===== config.mk =====
export PLATFORM = sky130hd
export DESIGN_NAME = instruction_prefetch_buffer
export DESIGN_NICKNAME = d
export VERILOG_FILES = /design/src/rtl/instruction_prefetch_buffer_pkg.sv /design/src/rtl/instruction_prefetch_buffer_fifo.sv /design/src/rtl/instruction_prefetch_buffer.sv
export SDC_FILE = /design/constraint.sdc
export NUM_CORES = 1
export LEC_CHECK = 0
export CORE_ASPECT_RATIO = 1.25
export CORE_MARGIN = 2
export CORE_UTILIZATION = 61
export DETAILED_ROUTE_END_ITERATION = 7
export PLACE_DENSITY = 0.85
export SYNTH_ARGS = -nofsm -noshare
export SYNTH_HDL_FRONTEND = slang
export SYNTH_SLANG_ARGS = --single-unit
export TNS_END_PERCENT = 100

===== constraint.sdc =====
create_clock -name clk -period 11.1 [get_ports clk]
set_input_delay 3.33 -clock clk [delete_from_list [all_inputs] [get_ports clk]]
set_output_delay 3.33 -clock clk [all_outputs]
set_load 0.1 [all_outputs]

===== src/rtl/instruction_prefetch_buffer_pkg.sv =====
// Shared pipeline-register types for the fetch/decode boundary and the redirect path.
// Used by instruction_prefetch_buffer and its FIFO.
package instruction_prefetch_buffer_pkg;

    localparam int INSTR_BYTES = 4;

    typedef logic [31:0] UWord;
    typedef logic [31:0] RomAddress;

    typedef struct packed {
        UWord      instr;
        RomAddress pc;
        RomAddress next_pc;
    } IfIdReg;

    typedef struct packed {
        logic      should_branch;
        RomAddress branch_target;
    } MemIfReg;

    function automatic RomAddress align_word(input RomAddress a);
        return {a[31:2], 2'b00};
    endfunction

endpackage


===== src/rtl/instruction_prefetch_buffer_fifo.sv =====
// prefetch_fifo: generic synchronous FIFO with flush; the head is held in its own register
// so it stays stable (last contents) when the FIFO drains.
module prefetch_fifo #(
    parameter int  DEPTH = 4,
    parameter type T     = logic [31:0]
) (
    input  logic                   clk,
    input  logic                   i_reset,
    input  logic                   i_flush,
    input  logic                   i_push,
    input  logic                   i_pop,
    input  T                       i_din,
    output T                       o_head,
    output logic [$clog2(DEPTH):0] o_count
);

    localparam int PW = $clog2(DEPTH);

    T                r_mem [DEPTH];
    T                r_head;
    logic [PW-1:0]   r_rd_ptr;
    logic [PW-1:0]   r_wr_ptr;
    logic [PW:0]     r_count;

    logic            w_do_pop;
    logic            w_do_push;
    logic [PW-1:0]   w_rd_next;

    assign w_do_pop  = i_pop & (r_count != '0) & ~i_flush;
    assign w_do_push = i_push & ((r_count < (PW+1)'(DEPTH)) | w_do_pop) & ~i_flush;
    assign w_rd_next = r_rd_ptr + 1'b1;

    always_ff @(posedge clk) begin
        if (w_do_push)
            r_mem[r_wr_ptr] <= i_din;
    end

    always_ff @(posedge clk) begin
        if (i_reset) begin
            r_rd_ptr <= '0;
            r_wr_ptr <= '0;
            r_count  <= '0;
            r_head   <= '0;
        end else if (i_flush) begin
            r_rd_ptr <= '0;
            r_wr_ptr <= '0;
            r_count  <= '0;
        end else begin
            if (w_do_push)
                r_wr_ptr <= r_wr_ptr + 1'b1;
            if (w_do_pop)
                r_rd_ptr <= w_rd_next;
            r_count <= r_count + (PW+1)'(w_do_push) - (PW+1)'(w_do_pop);
            // Next head is either the entry behind the current one, or the incoming word when it lands in an empty slot.
            if (w_do_pop && r_count > (PW+1)'(1))
                r_head <= r_mem[w_rd_next];
            else if (w_do_push && (r_count == '0 || (w_do_pop && r_count == (PW+1)'(1))))
                r_head <= i_din;
        end
    end

    assign o_head  = r_head;
    assign o_count = r_count;

endmodule


===== src/rtl/instruction_prefetch_buffer.sv =====
// Decoupled instruction prefetcher: sequential ROM fetch into a FIFO, valid/ready to decode, flush on redirect.
// Optional PREFETCH_PERF_EN adds flush_count / stall_count counters.
module instruction_prefetch_buffer
    import instruction_prefetch_buffer_pkg::*;
#(
    parameter int        DEPTH    = 4,
    parameter RomAddress RESET_PC = '0
) (
    input  logic                   clk,
    input  logic                   reset,
    input  MemIfReg                redirect,
    input  UWord                   rom_data,
    output RomAddress              rom_address,
    output IfIdReg                 out,
    output logic                   out_valid,
    input  logic                   out_ready,
    output logic [$clog2(DEPTH):0] occupancy,
    output logic                   misaligned
`ifdef PREFETCH_PERF_EN
    ,
    output logic [31:0]            flush_count,
    output logic [31:0]            stall_count
`endif
);

    localparam int OCC_W = $clog2(DEPTH) + 1;

    RomAddress r_fetch_pc;
    logic      r_misaligned;
    logic      w_branch;
    logic      w_pop;
    logic      w_push;
    RomAddress w_pc_next;
    IfIdReg    w_entry;

    assign w_branch  = redirect.should_branch;
    assign out_valid = (occupancy != '0);
    // A redirect kills both sides of the handshake for this cycle.
    assign w_pop     = out_valid & out_ready & ~w_branch;
    assign w_push    = ~w_branch & ((occupancy < OCC_W'(DEPTH)) | w_pop);
    assign w_pc_next = r_fetch_pc + RomAddress'(INSTR_BYTES);
    assign w_entry   = '{instr: rom_data, pc: r_fetch_pc, next_pc: w_pc_next};

    prefetch_fifo #(
        .DEPTH (DEPTH),
        .T     (IfIdReg)
    ) u_fifo (
        .clk     (clk),
        .i_reset (reset),
        .i_flush (w_branch),
        .i_push  (w_push),
        .i_pop   (w_pop),
        .i_din   (w_entry),
        .o_head  (out),
        .o_count (occupancy)
    );

    always_ff @(posedge clk) begin
        if (reset) begin
            r_fetch_pc   <= RESET_PC;
            r_misaligned <= 1'b0;
        end else if (w_branch) begin
            r_fetch_pc <= align_word(redirect.branch_target);
            if (redirect.branch_target[1:0] != 2'b00)
                r_misaligned <= 1'b1;
        end else if (w_push) begin
            r_fetch_pc <= w_pc_next;
        end
    end

    assign rom_address = r_fetch_pc;
    assign misaligned  = r_misaligned;

`ifdef PREFETCH_PERF_EN
    logic [31:0] r_flush_count;
    logic [31:0] r_stall_count;

    always_ff @(posedge clk) begin
        if (reset) begin
            r_flush_count <= '0;
            r_stall_count <= '0;
        end else begin
            if (w_branch)
                r_flush_count <= r_flush_count + 32'(occupancy);
            if (out_valid && !out_ready)
                r_stall_count <= r_stall_count + 32'd1;
        end
    end

    assign flush_count = r_flush_count;
    assign stall_count = r_stall_count;
`endif

endmodule

==> metrics <==
die area=34600 um^2; Syn. warnings=0; Layout area overhead=16.2%; RSZ-0062 raised after global routing=false; peak supply drop=0.000128 V; total CTS buffers=44; CTS H-Tree Depth=2; dpl hpwl=27.3 mm; Crit Reg-Reg Startpoint=u_fifo.o_count[2]; ranking of synthesized cells by area=edfxtp_1, dfxtp_1, mux4_2; Setup WS pre-CTS=4220 ps; total negative slack=0 ps; Netlist cell types=64; DR WL/cell=24.6 um; Vias=12242; width of the die=167 um; drt drc=0; via-per-instance ratio=6.47; Tot GR Track Use=0.266; number of max-cap violations=0; Syn Inst Count=1314; startpoint type of the worst setup path=input pin; register bit total from synthesis=498; Post-synth EDFFs=368; post-layout min period=6290 ps; placed instance area=22000 um^2; first-pass detailed-route iteration total=5; Die Height=207 um; Rel. slew slack=0.133; site row count=74; CP max stage delay=740 ps; top cells by count, synth=edfxtp_1, dfxtp_1, nand2_1; gp weighted congestion=0.858; # Post-CTS Setup Buffers=0; top_reg_cell synth=edfxtp_1; Seq/Total Area, Yosys=0.677; WHS Path Cells=2; clk_skew=19.6 ps; R2R Path End=u_fifo.o_head[16]; Gates resized, CTS repair=0; post-route cell area=23400 um^2; FMAX=0.159 GHz; most frequent CP cell=buf_4; Critical Path Fanout Max=58; Worst-path clk slew=60 ps; I/O pins=201; port bufs=194; Mapped Area=20200 um^2; cts hold-fix bufs=0; largest net degree at the start of global routing=85; WP data arrival=6470 ps; status=finished, final reports clean; Crit path required time=11280 ps; crit path max-delay cell type=buf_4; # nets final=1518; CTS tree=built; Final Non-Filler Cells=1893; Iter 0 DRT Violations=1358; crit share post-route=0.567; clk root buf=clkbuf_16; vias in the first global route=12249; share of cells above drive strength 1=0.142; final worst slack=4810 ps; CTS sink count=498; leakage power=7.71 nW; top cell type's share of synthesized area=0.548; Worst R2R Setup Slack=7720 ps; CTS Buffer Depth=3; Final Hold Viols=0; Antenna Cells=0; Tot Pwr=4.23 mW; Filler cells=2011; worst slew pin tran=1290 ps; Routed WL=46.5 mm; Async SR Flop Fraction=0; most frequent cell after synthesis=edfxtp_1; Avg Cell Area, Syn=15.4 um^2; WHS Endpoint=misaligned; later-pin clock latency in the skew report=560 ps; cell family with most CP delay=simple AND/OR/NAND/NOR gates; Worst R2R Path Depth=8; class of the worst hold path=register to register; CP Class=input pin to register; dpl cells=1812; crit end category=register; Slew Limit Fails=0; final setup fails=0; post-synth top area cell=edfxtp_1; global route overflow=0; Hold Crit Start=misaligned; Critical Path, Cell by Cell=buf_2 -> buf_4 -> nand2b_1 -> and2_1 -> nor2_1 -> and2_4 -> buf_4; Starting Density=0.619; PwrDens=180 nW/um^2; antenna violations before repair=0; core footprint=32600 um^2; post-route ant nets=0; CP Buf/Inv Count=3; global-route wire length before repair=70.9 mm
-- cell type report --
cell class                      instances  area (um^2)  area share
Sequential cell                       498        13700       0.583
Multi-Input combinational cell        659         5670       0.242
Timing Repair Buffer                  205         2020      0.0861
Clock buffer                           62         1220      0.0520
Tap cell                              418          523      0.0223
Clock inverter                         19          231     0.00988
Inverter                               32          120     0.00512
-- cells in the final DEF, fill, tap and decap left out, types with 7 or more instances in the layout --
master and n:
clkbuf_16 45, or3_1 7, a222oi_1 8, a21oi_1 61, clkbuf_1 14, buf_4 12
o221ai_1 8, nor2_1 68, xnor2_1 26, mux2i_1 10, nand2_1 121, nand4_1 14
inv_1 32, edfxtp_1 368, a311oi_1 33, ha_1 9, o21a_1 18, dfxtp_1 128
nand3_1 17, a22oi_1 35, o21ba_2 7, nor3_1 8, xor2_1 29, clkdlybuf4s50_1 192
mux4_2 91, nor4_1 14
-- tightest hold or removal path, stage by stage (launching register included) --
cell and delay [ps]:
dfxtp_1 310, inv_1 40, a21oi_1 50
-- flip-flops by register name (all words and copies together), names as in the netlist --
signal,count
misaligned,1
rom_address,30
u_fifo.o_count,3
u_fifo.o_head,92
u_fifo.r_mem,368
u_fifo.r_rd_ptr,2
u_fifo.r_wr_ptr,2
-- through the flow --
step / utilization / hold slack, ps
after global routing: 0.719 / 480
final: 0.719 / 446
after global placement: 0.675 / 436
after floorplan: - / 465
after detailed placement: 0.675 / 442
after CTS: 0.719 / 450
-- power by group --
| part | leakage, nW | internal (mW) | switching [mW] |
|---|---|---|---|
| Combinational | 2.51 | 0.140 | 0.400 |
| Sequential | 4.50 | 2.09 | 0.0632 |
| Clock | 0.701 | 0.887 | 0.650 |
| Total | 7.71 | 3.12 | 1.11 |
-- worst max path at each step --
stage | to | start | depth (start not counted)
after floorplan | u_fifo.r_mem[0][10] | redirect[32] | 5
after global placement | u_fifo.r_mem[3][56] | redirect[32] | 7
after detailed placement | u_fifo.r_mem[0][54] | redirect[32] | 7
after CTS | u_fifo.r_mem[0][21] | redirect[32] | 7
after global routing | u_fifo.r_mem[2][93] | redirect[32] | 7
final | u_fifo.r_mem[0][21] | redirect[32] | 7
-- cells by family after synthesis --
logic type | after synthesis | share of synthesized area
flops | 498 | 0.677
simple gates | 287 | 0.0669
compound gates | 197 | 0.0715
buf+inv | 162 | 0.0450
mux | 103 | 0.108
xor+xnor | 56 | 0.0247
fa+ha+maj | 10 | 0.00657
other cells | 1 | 0.000186
-- routing by layer --
layer	up-vias	global-route usage	wire length (um)
met5	-	0	0
met4	0	0.102	1730
met3	125	0.0442	3910
met2	752	0.432	22800
met1	6123	0.365	18000
li1	5242	-	-
(Power assumes the default switching activity.)
